## config.mk

```make
export PLATFORM = sky130hd
export DESIGN_NAME = sobel_frame_ctrl
export DESIGN_NICKNAME = d
export VERILOG_FILES = /design/src/rtl/sobel_pkg.sv /design/src/rtl/sobel_tag_pipe.sv /design/src/rtl/sobel_frame_ctrl.sv
export SDC_FILE = /design/constraint.sdc
export NUM_CORES = 1
export LEC_CHECK = 0
export CORE_MARGIN = 3
export CORE_UTILIZATION = 55
export CTS_BUF_LIST = sky130_fd_sc_hd__clkbuf_4
export CTS_CLUSTER_DIAMETER = 50
export CTS_CLUSTER_SIZE = 10
export DETAILED_ROUTE_END_ITERATION = 8
export GPL_ROUTABILITY_DRIVEN = 0
export GPL_TIMING_DRIVEN = 0
export PLACE_DENSITY = 0.76
export SYNTH_ARGS = -nofsm -noshare
export SYNTH_HDL_FRONTEND = slang
export SYNTH_HIERARCHICAL = 1
export SYNTH_SLANG_ARGS = --single-unit
```

## constraint.sdc

```tcl
create_clock -name clock -period 4.8 [get_ports clock]
set_input_delay 0.48 -clock clock [delete_from_list [all_inputs] [get_ports clock]]
set_output_delay 0.48 -clock clock [all_outputs]
set_load 0.01 [all_outputs]
```

## src/rtl/sobel_pkg.sv

```systemverilog
// Shared types and default geometry for the Sobel frame controller.
package sobel_pkg;

   typedef enum logic [1:0] {IDLE, RUN, DRAIN} state_t;

   localparam int DEF_SIZE_X   = 640;
   localparam int DEF_SIZE_Y   = 480;
   localparam int DEF_PIPE_LAT = 3;
   localparam int DEF_X_W      = 10;
   localparam int DEF_Y_W      = 9;

   typedef struct packed {
      logic               valid;
      logic [DEF_X_W-1:0] x;
      logic [DEF_Y_W-1:0] y;
      logic               sof;
      logic               eol;
   } pipe_entry_t;

endpackage

```

## src/rtl/sobel_tag_pipe.sv

```systemverilog
// Free-running delay line for result tags; tracks the datapath stages one-for-one.
module sobel_tag_pipe
   import sobel_pkg::*;
#(
   parameter int  DEPTH   = DEF_PIPE_LAT,
   parameter type entry_t = pipe_entry_t
) (
   input  logic   clock,
   input  logic   reset_n,
   input  entry_t din,
   output entry_t dout
);

   entry_t stg [DEPTH];

   always_ff @(posedge clock or negedge reset_n) begin
      if (!reset_n) begin
         for (int i = 0; i < DEPTH; i++) stg[i] <= '0;
      end else begin
         stg[0] <= din;
         for (int i = 1; i < DEPTH; i++) stg[i] <= stg[i-1];
      end
   end

   assign dout = stg[DEPTH-1];

endmodule

```

## src/rtl/sobel_frame_ctrl.sv

```systemverilog
// Frame sequencer for the Sobel window datapath: counts raster pixels, tags interior results.
// Optional SOBEL_CTRL_ERR_EN: sticky protocol error on stray or mid-frame sof.
module sobel_frame_ctrl
   import sobel_pkg::*;
#(
   parameter int SIZE_X   = DEF_SIZE_X,
   parameter int SIZE_Y   = DEF_SIZE_Y,
   parameter int PIPE_LAT = DEF_PIPE_LAT,
   parameter int X_W      = DEF_X_W,
   parameter int Y_W      = DEF_Y_W
) (
   input  logic           clock,
   input  logic           reset_n,
   input  logic           in_valid,
   input  logic           in_sof,
   output logic           in_ready,
   output logic           dp_shift_en,
   output logic           dp_out_en,
   output logic           out_valid,
   output logic           out_sof,
   output logic           out_eol,
   output logic [X_W-1:0] out_x,
   output logic [Y_W-1:0] out_y,
   output logic           frame_done,
   output logic           busy,
   output logic           err
);

   localparam int CNT_W = (PIPE_LAT > 1) ? $clog2(PIPE_LAT) : 1;

   typedef struct packed {
      logic           valid;
      logic [X_W-1:0] x;
      logic [Y_W-1:0] y;
      logic           sof;
      logic           eol;
   } tag_t;

   state_t           state, state_nx;
   logic [X_W-1:0]   col, col_nx;
   logic [Y_W-1:0]   row, row_nx;
   logic [CNT_W-1:0] dcnt, dcnt_nx;
   logic             accept, restart, drain_end, done_q;
   tag_t             push, tail;

   always_ff @(posedge clock or negedge reset_n) begin
      if (!reset_n) begin
         state <= IDLE;
         col   <= '0;
         row   <= '0;
         dcnt  <= '0;
      end else begin
         state <= state_nx;
         col   <= col_nx;
         row   <= row_nx;
         dcnt  <= dcnt_nx;
      end
   end

   always_comb begin
      state_nx = state;
      col_nx   = col;
      row_nx   = row;
      dcnt_nx  = dcnt;
      accept   = 1'b0;
      restart  = 1'b0;
      in_ready = 1'b1;
      case (state)
         IDLE: begin
            accept = in_valid && in_sof;
            if (accept) begin
               col_nx   = X_W'(1);
               row_nx   = '0;
               state_nx = RUN;
            end
         end
         RUN: begin
            accept = in_valid;
            if (in_valid) begin
`ifdef SOBEL_CTRL_ERR_EN
               restart = in_sof;
`endif
               if (restart) begin
                  col_nx = X_W'(1);
                  row_nx = '0;
               end else if (col == X_W'(SIZE_X-1)) begin
                  col_nx = '0;
                  if (row == Y_W'(SIZE_Y-1)) begin
                     row_nx   = '0;
                     dcnt_nx  = CNT_W'(PIPE_LAT-1);
                     state_nx = DRAIN;
                  end else begin
                     row_nx = row + Y_W'(1);
                  end
               end else begin
                  col_nx = col + X_W'(1);
               end
            end
         end
         DRAIN: begin
            in_ready = 1'b0;
            if (dcnt == '0) state_nx = IDLE;
            else            dcnt_nx  = dcnt - CNT_W'(1);
         end
         default: state_nx = IDLE;
      endcase
   end

   // Window is full once two rows and two columns of history exist; tag its centre.
   always_comb begin
      push = '0;
      if (accept && !restart && row >= Y_W'(2) && col >= X_W'(2)) begin
         push.valid = 1'b1;
         push.x     = col - X_W'(1);
         push.y     = row - Y_W'(1);
         push.sof   = (row == Y_W'(2)) && (col == X_W'(2));
         push.eol   = (col == X_W'(SIZE_X-1));
      end
   end

   sobel_tag_pipe #(.DEPTH(PIPE_LAT), .entry_t(tag_t)) u_pipe (
      .clock   (clock),
      .reset_n (reset_n),
      .din     (push),
      .dout    (tail)
   );

   assign drain_end = (state == DRAIN) && (dcnt == '0);

   // frame_done trails the state return to IDLE by one clock so it lands after the last result.
   always_ff @(posedge clock or negedge reset_n) begin
      if (!reset_n) begin
         out_valid  <= 1'b0;
         out_sof    <= 1'b0;
         out_eol    <= 1'b0;
         out_x      <= '0;
         out_y      <= '0;
         done_q     <= 1'b0;
         frame_done <= 1'b0;
      end else begin
         out_valid  <= tail.valid;
         out_sof    <= tail.sof;
         out_eol    <= tail.eol;
         out_x      <= tail.x;
         out_y      <= tail.y;
         done_q     <= drain_end;
         frame_done <= done_q;
      end
   end

   assign dp_shift_en = accept;
   assign dp_out_en   = out_valid;
   assign busy        = (state != IDLE);

`ifdef SOBEL_CTRL_ERR_EN
   logic err_set;
   assign err_set = restart || ((state == IDLE) && in_valid && !in_sof);

   always_ff @(posedge clock or negedge reset_n) begin
      if (!reset_n) err <= 1'b0;
      else if (err_set) err <= 1'b1;
   end
`else
   assign err = 1'b0;
`endif

endmodule

```

# ---- Word-level counts from Yosys, hierarchy flattened
# Cells that the tools add are included.
dict set report word_totals {
  reg_bits 113
  in_bits 4
}
dict set report classes {
  reduce_logical 14
  n_lt_le_gt_ge 2
  n_mux 20
  eq_ne 12
  add_sub_neg 5
}
# cell n
set ops {}
lappend ops {{9-bit 2-to-1 mux} 4}
lappend ops {{10-bit 2-to-1 mux} 3}
lappend ops {{22-bit 2-to-1 mux} 1}
lappend ops {{10-bit one-hot mux with 2 select lines} 1}
lappend ops {{9-bit one-hot mux with 2 select lines} 1}
lappend ops {{2-bit 2-to-1 mux} 6}
lappend ops {{2-bit != test, second input constant} 6}
lappend ops {{10-bit by 1-bit adder with 10-bit output, second input constant} 1}
lappend ops {{10-bit equality test, second input constant} 1}
lappend ops {{10-bit by 2-bit equality test with 1-bit output, second input constant} 1}
lappend ops {{10-bit by 2-bit greater-or-equal comparator with 1-bit output, second input constant} 1}
lappend ops {{5-bit AND reduction} 2}
lappend ops {{10-bit by 1-bit subtractor with 10-bit output, second input constant} 1}
lappend ops {{9-bit by 1-bit adder with 9-bit output, second input constant} 1}
lappend ops {{9-bit by 2-bit equality test with 1-bit output, second input constant} 1}
lappend ops {{9-bit equality test, second input constant} 1}
lappend ops {{9-bit by 2-bit greater-or-equal comparator with 1-bit output, second input constant} 1}
lappend ops {{9-bit by 1-bit subtractor with 9-bit output, second input constant} 1}
lappend ops {{2-bit one-hot mux with 3 select lines} 1}
lappend ops {{2-bit nonzero test} 3}
lappend ops {{1-bit logical AND} 5}
lappend ops {{2-bit zero test} 2}
lappend ops {{2-bit one-hot mux with 2 select lines} 1}
lappend ops {{4-bit AND reduction} 1}
lappend ops {{6 further kinds} 6}

# ---- Depth between registers and ports, before layout
# Gate-level depths: netlist of run 1.
dict set report logic_depth {
  depth_word 5
  depth_mapped 7
}

# ---- By module
# Netlist of run 1, hierarchy kept.
# mod cells_per_inst area_each_um2 n_inst seq_area_each_um2
set by_module_without_submodules {}
lappend by_module_without_submodules {sobel_frame_ctrl 240 2406.1 1 1176.1}
lappend by_module_without_submodules {sobel_tag_pipe 88 1816.7 1 1651.6}

# ---- Worst setup path before layout of run 1
# OpenSTA, ideal clock, no wires.
dict set report synth_timing {
  kind {register to register}
  from {register row[5]}
  to {register u_pipe/stg[44] (netlist bit)}
  arrival_time_ns 1.700
  required_time_ns 4.677
  stages_incl_launch_ff 6
  setup_slack_ns 2.977
  setup_time_ns 0.123
  period_less_slack_ns 1.823
  cell_sequence {dfrtp_1 > nor4_4 > or4b_4 > o311ai_4 > buf_6 > nor2_1}
}
# item line
set synth_lines {}
lappend synth_lines {{start, declared} sobel_frame_ctrl.sv:41} ;# logic [Y_W-1:0] row, row_nx;
lappend synth_lines {{start signal, assigned} sobel_frame_ctrl.sv:55} ;# row <= row_nx;
lappend synth_lines {{end, declared} sobel_tag_pipe.sv:14} ;# entry_t stg [DEPTH];

# ---- Worst setup path after layout of run 1
dict set report layout_timing {
  from {register state[1]}
  to {output port dp_shift_en}
}
dict set report layout_via {
  elab_chain_cells 2
  word_cells_on_any_way 3
  classes_between {eq/ne (1); mux (1); reduce/logical (1)}
}
# item line
set layout_lines {}
lappend layout_lines {{start, declared} sobel_frame_ctrl.sv:39} ;# state_t state, state_nx;
lappend layout_lines {{start signal, assigned} sobel_frame_ctrl.sv:53} ;# state <= state_nx;
lappend layout_lines {{2-bit by 1-bit equality test with 1-bit output / 2-bit zero test (equally long branches)} sobel_frame_ctrl.sv:68} ;# case (state)
lappend layout_lines {{1-bit one-hot mux with 2 select lines (*)} sobel_frame_ctrl.sv:68}
lappend layout_lines {{end, declared} sobel_frame_ctrl.sv:17} ;# output logic dp_shift_en,
# Every way passes the cells marked *; elsewhere a longest branch is shown, timed or not.

==> results of run 1 <==
## how the worst max path moves through the flow
| stage | start | cells past startpoint | endpoint | slack (ns) |
|---|---|---|---|---|
| after global routing | state[1] | 4 | dp_shift_en | 1.80 |
| after floorplan | row[5] | 5 | u_pipe/stg[44] | 2.98 |
| after CTS | state[1] | 4 | dp_shift_en | 1.90 |
| final | state[1] | 4 | dp_shift_en | 1.93 |
| after global placement | reset_n | 1 | col[7] | -0.64 |
| after detailed placement | in_valid | 5 | dp_shift_en | 1.99 |
## synthesized netlist by cell type (2+ instances only)
cell type    n
dfrtp_1    113
o31a_1       2
mux2i_1      4
buf_6        2
o31ai_1      7
or3_1        3
xnor2_1     14
nand3_1      6
nand4_1      4
a21oi_1     12
nand2_1     10
buf_4       24
o21ai_0      6
inv_1       14
buf_2        9
nand2b_1     7
and3_1       2
nor4_1       6
xor2_1       3
or4_1        4
a31oi_1      3
or2_2        3
ha_1         7
or3b_2       2
clkbuf_1     3
nor3b_1      2
a41oi_1      3
nor2_1      31
nor3_1       7
## per-stage QoR
| step | power (mW) | cells |
|---|---|---|
| after global placement | 1.919 | 457 |
| after global routing | 2.774 | 490 |
| final | 2.585 | 490 |
| after floorplan | 1.729 | 328 |
| after CTS | 2.617 | 490 |
| after detailed placement | 1.957 | 458 |
## cell type report
class | instances | area [sq um] | area share
Clock inverter | 14 | 142.6 | 0.02880
Buffer | 38 | 259.0 | 0.05230
Inverter | 14 | 52.55 | 0.01061
Multi-Input combinational cell | 163 | 1084 | 0.2188
Sequential cell | 113 | 2828 | 0.5710
Clock buffer | 17 | 127.6 | 0.02577
Timing Repair Buffer | 32 | 335.3 | 0.06771
Tap cell | 99 | 123.9 | 0.02501
## flip-flops by register name, indices dropped and copies added (netlist names)
signal and count:
out_eol 1, out_x 10, frame_done 1, dcnt 2, u_pipe/dout 22, done_q 1, out_y 9, out_sof 1
row 9, u_pipe/stg 44, state 2, col 10, dp_out_en 1
## cells by family (layout without fill, tap and decap cells)
kind of cell,Yosys count,count (layout),share of synthesized area
flip-flops,113,113,0.6696
AND/OR/NAND/NOR,97,97,0.1298
buffers and inverters,52,115,0.07378
AO/OA/AOI/OAI,37,37,0.06045
XOR/XNOR,17,17,0.03526
adder cells (fa/ha/maj),7,7,0.02074
multiplexers,4,4,0.009482
other,1,1,0.0008880
## report_power, final
group          leakage (nW)  total (mW)  internal [mW]  switching (mW)
Combinational         0.731       0.625          0.337           0.288
Clock                 0.143       0.653          0.305           0.348
Sequential             1.52        1.31           1.20           0.104
Total                  2.40        2.59           1.84           0.740
## worst max-delay path, cell delays in order, from the launching register on
cell,delay [ns]
dfrtp_1,0.46
nand2b_1,0.26
or2_2,0.37
inv_1,0.23
clkdlybuf4s50_1,0.60
## timing repair
action / in CTS / in global routing
endpoints found under the setup margin: 0 / 0
endpoints found under the hold margin: 40 / 0
hold buffers: 1 / 0
## layer usage
| metal | global-route usage | routed length (microns) | vias to the layer above | part of all wire |
|---|---|---|---|---|
| met1 | 0.2141 | 2576 | 1197 | 0.42 |
| met3 | 0.06356 | 351 | 4 | 0.057 |
| li1 | - | - | 1191 | - |
| met2 | 0.2585 | 3132 | 84 | 0.51 |
| met4 | 0.06498 | 49 | 0 | 0.0080 |
| met5 | 0 | 0 | - | 0 |
==> impl_metrics.ini, run 1 <==
[status]
outcome = finished, final reports clean

[sta]
worst_pin_slew_ns = 0.6495
fin_ws_ns = 1.925
rsz0062_at_grt = false
skew_ns = 0.01598
whs_ns = 0.3446
finalSetupTns_ns = 0
slew_viol_final = 0
period_share = 0.5989
max_freq_mhz = 347.8
slew_headroom = 0.5634
final-setup-viol-count = 0
min_period_ns = 2.875
hold_violations = 0

[hold_path]
hold_path.class = flop to flop
min_path_cells = 0
hold_path_end = u_pipe/dout[2]
min_from = u_pipe/stg[24]

[clock_network]
clock_sinks = 113
clkSlewWorstSetupHoldPaths_ns = 0.10
cts_root_buffer = clkbuf_4
htree_levels = 4
cts_buffer_depth = 2
clk_latency_ns = 0.48
cts_setup_buffers = 0
cts_buffers = 17
tritoncts = yes
cts_resized = 0

[pwr]
powerDensity_mw_per_mm2 = 522.0
p_leak_nw = 2.398
peakVddDrop_v = 0.0002188

[synthesis]
synth_area_per_cell_sq_um = 12.87
ys_ff_latch = 113
yosys_warnings = 6
yosysUniqueCellTypes = 44
synth_cells = 328
synthArstFlopShare = 1.000
synth.net_count = 339
synth_ff_type = dfrtp_1
synth_edf_count = 0
yosysTopAreaCellShare = 0.6696
yosys.area.top_type = dfrtp_1
synth.cell_area_sq_mm = 0.004223
ys_seq_area_frac = 0.6696
synthTopCellsByArea = dfrtp_1 (67%), buf_4 (4.3%), xnor2_1 (2.9%)

[floorplan]
chipHeight_microns = 93.63
row_count = 31
die_w_microns = 93.63
initial_core_util = 0.5730
dieArea_sq_mm = 0.008766
core_region_area_sq_mm = 0.007370
io_pins = 32

[setup_path]
r2r-end = dcnt[0]
end_kind = primary output
r2r_cells = 6
rr_startpoint = row[1]
cp_max_fo = 7
cp.required_ns = 4.32
reg2reg_slack_ns = 2.66
startpoint_type = flop
critical_path_class = flop to primary output
worstPathArrival_ns = 2.39

[placement]
post_dp_cell_area_sq_mm = 0.004672
io_buffers = 30
hpwlAfterDp_microns = 4085
dpl_worst_slack_ns = 1.986

[finish]
layout_common_cells = dfrtp_1 (113), nor2_1 (31), clkdlybuf4s50_1 (29)
final_util = 0.6720
drive_gt1_frac = 0.2020
final_common_cell = dfrtp_1
num-nets-final = 390
n_fill_cell = 521
area_growth_syn_to_layout_pct = 17.27
diodes = 0
final_cell_area_sq_mm = 0.004952

[global_route]
grt_pass1_wl_microns = 11130
grt_max_degree = 74
grt_usage = 0.1670
antenna_found_initial = 0
grt_pass1_vias = 2399
grt.overflow.total = 0

[job]
cap_viol_max_count = 0

[routing]
drtPass1Iterations = 4
wl_per_cell_microns = 12.47
route.detailed.drc = 0
wirelength_microns = 6110
antenna_left = 0
vias = 2476
vias_per_cell = 5.053
drt_iter0_drc = 122
Note: power is estimated with default switching activity, not from simulation.
==> run 2: changes to the inputs <==
--- a/config.mk
+++ b/config.mk
@@ -6,14 +6,14 @@
 export NUM_CORES = 1
 export LEC_CHECK = 0
 export CORE_MARGIN = 3
-export CORE_UTILIZATION = 55
+export CORE_UTILIZATION = 54
 export CTS_BUF_LIST = sky130_fd_sc_hd__clkbuf_4
 export CTS_CLUSTER_DIAMETER = 50
 export CTS_CLUSTER_SIZE = 10
 export DETAILED_ROUTE_END_ITERATION = 8
 export GPL_ROUTABILITY_DRIVEN = 0
 export GPL_TIMING_DRIVEN = 0
-export PLACE_DENSITY = 0.76
+export PLACE_DENSITY = 0.77
 export SYNTH_ARGS = -nofsm -noshare
 export SYNTH_HDL_FRONTEND = slang
 export SYNTH_HIERARCHICAL = 1
==> constraint.sdc (replaced) <==
create_clock -name clock -period 2.5 [get_ports clock]
set_input_delay 0.25 -clock clock [delete_from_list [all_inputs] [get_ports clock]]
set_output_delay 0.25 -clock clock [all_outputs]
set_load 0.01 [all_outputs]
==> run 2 against run 1 <==
Net effect: hold slack worse by 0.023 ns; cell count rose by 0.20%; die area increased by 1.7%; final area is 0.51% higher; clock power increased by 100%; combinational power grew 92%; sequential share of layout area decreased by 0.26 points; worst setup slack worse by 1.6 ns; clock-buffer cell count is 1 higher; clock skew rose by 0.0033 ns.
==> impl_metrics.ini, run 2 (synthesized netlist as in run 1, its figures left out) <==
[status]
outcome = finished, final reports clean

[global_route]
grt_pass1_vias = 2477
antenna_found_initial = 0
grt_max_degree = 67
grt_pass1_wl_microns = 11500
grt_usage = 0.1691
grt.overflow.total = 0

[setup_path]
critical_path_class = flop to primary output
r2r_cells = 6
startpoint_type = flop
end_kind = primary output
r2r-end = dcnt[0]
rr_startpoint = row[1]
cp.required_ns = 2.25
cp_max_fo = 7
reg2reg_slack_ns = 0.42
worstPathArrival_ns = 1.95

[placement]
post_dp_cell_area_sq_mm = 0.004672
dpl_worst_slack_ns = 0.1398
post-place-cells = 458
io_buffers = 30
hpwlAfterDp_microns = 4222

[finish]
regArea_sq_mm = 0.002829
diodes = 0
largest_reg_flops = 44
layout_common_cells = dfrtp_1 (112), nor2_1 (31), clkdlybuf4s50_1 (28)
drive_gt1_frac = 0.2117
stdcell_count = 491
num-nets-final = 390
multiInputGateArea_sq_mm = 0.001086
n_fill_cell = 529
area_growth_syn_to_layout_pct = 17.87
final_cell_area_sq_mm = 0.004977
final_util = 0.6718
final_common_cell = dfrtp_1
regMostFlops = u_pipe/stg

[floorplan]
core_region_area_sq_mm = 0.007408
chipHeight_microns = 94.43
die_w_microns = 94.43
initial_core_util = 0.5700
io_pins = 32
row_count = 31
dieArea_sq_mm = 0.008917

[routing]
drtPass1Iterations = 4
drt_iter0_drc = 123
route.detailed.drc = 0
antenna_left = 0
vias = 2429
wl_per_cell_microns = 12.91
vias_per_cell = 4.947
wirelength_microns = 6338

[sta]
final-setup-viol-count = 0
period_share = 0.8793
slew_headroom = 0.5563
rsz0062_at_grt = false
max_freq_mhz = 454.9
worst_pin_slew_ns = 0.6601
fin_ws_ns = 0.3018
hold_violations = 0
min_period_ns = 2.198
skew_ns = 0.01926
slew_viol_final = 0

[pwr]
p_total_mw = 5.039
peakVddDrop_v = 0.0004257
powerDensity_mw_per_mm2 = 1013
p_leak_nw = 2.402

[hold_path]
hold_path.class = input pin to async pin

[clock_network]
htree_levels = 4
clk_latency_ns = 0.47
tritoncts = yes
cts_setup_buffers = 0
cts_root_buffer = clkbuf_4
cts_buffer_depth = 2
clock_sinks = 113
cts_buffers = 17
clkSlewWorstSetupHoldPaths_ns = 0.12

[job]
cap_viol_max_count = 0
-- run 2: changes by cell type in the layout (fill, tap and decap cells not counted) --
cell,change
dfrtp_2,+1
dlygate4sd2_1,+1
dfrtp_1,-1
clkinv_2,-4
clkdlybuf4s50_1,-1
inv_1,-1
inv_2,+1
inv_6,+2
clkinv_4,+2
nand2b_2,+1
clkbuf_4,+1
nand2b_1,-1
-- run 2: worst max path at each step --
stage,startpoint,end,cells after the start
floorplan,row[5],u_pipe/stg[44],5
global placement,reset_n,done_q,1
detailed placement,in_valid,dp_shift_en,5
CTS,state[1],dp_shift_en,4
global route,state[1],dp_shift_en,4
finish,state[1],dp_shift_en,4
-- run 2: worst max-delay path, cell delays in order, from the launching register on --
cell	delay (ns)
dfrtp_2	0.46
nand2b_2	0.24
or2_2	0.36
inv_2	0.14
dlygate4sd2_1	0.29
-- run 2: what timing repair did --
item / in CTS / in global routing
hold buffers: 1 / 0
hold endpoints to repair: 47 / 0
gates resized for setup: 4 / 0
setup endpoints to repair: 1 / 0
-- run 2: cell type report --
type / count / area share
repair buffers: 32 / 0.06712
multi-input cells: 163 / 0.2182
well taps: 99 / 0.02489
plain buffers: 38 / 0.05204
clock buffers: 18 / 0.02715
flip-flops and latches: 113 / 0.5684
clock inverters: 14 / 0.03167
inverters: 14 / 0.01056
-- run 2: layer usage --
layer | global-route usage | up-vias | share of wire
met4 | 0.06859 | 0 | 0.011
met1 | 0.2123 | 1163 | 0.44
met2 | 0.2671 | 69 | 0.50
met3 | 0.06215 | 6 | 0.050
met5 | 0 | - | 0
li1 | - | 1191 | -
-- run 2: report_power, final --
part           switching, mW  total, mW  internal (mW)  leakage, nW
Sequential             0.203       2.51           2.31         1.52
Clock                  0.708       1.33          0.619        0.150
Combinational          0.552       1.20          0.647        0.731
-- run 2: metrics by stage --
step / hold slack, ns / setup TNS, ns
after floorplan: -0.04559 / 0
after global placement: 0.3311 / -309.17
after detailed placement: 0.3088 / 0
after CTS: 0.3142 / 0
after global routing: 0.3022 / 0
final: 0.3217 / 0
==> run 3: changes to the inputs <==
--- a/config.mk
+++ b/config.mk
@@ -9,7 +9,7 @@
 export CORE_UTILIZATION = 54
 export CTS_BUF_LIST = sky130_fd_sc_hd__clkbuf_4
 export CTS_CLUSTER_DIAMETER = 50
-export CTS_CLUSTER_SIZE = 10
+export CTS_CLUSTER_SIZE = 24
 export DETAILED_ROUTE_END_ITERATION = 8
 export GPL_ROUTABILITY_DRIVEN = 0
 export GPL_TIMING_DRIVEN = 0
==> results of run 3 <==
Same layout as run 2: the final DEF is identical, and so are final timing and power.
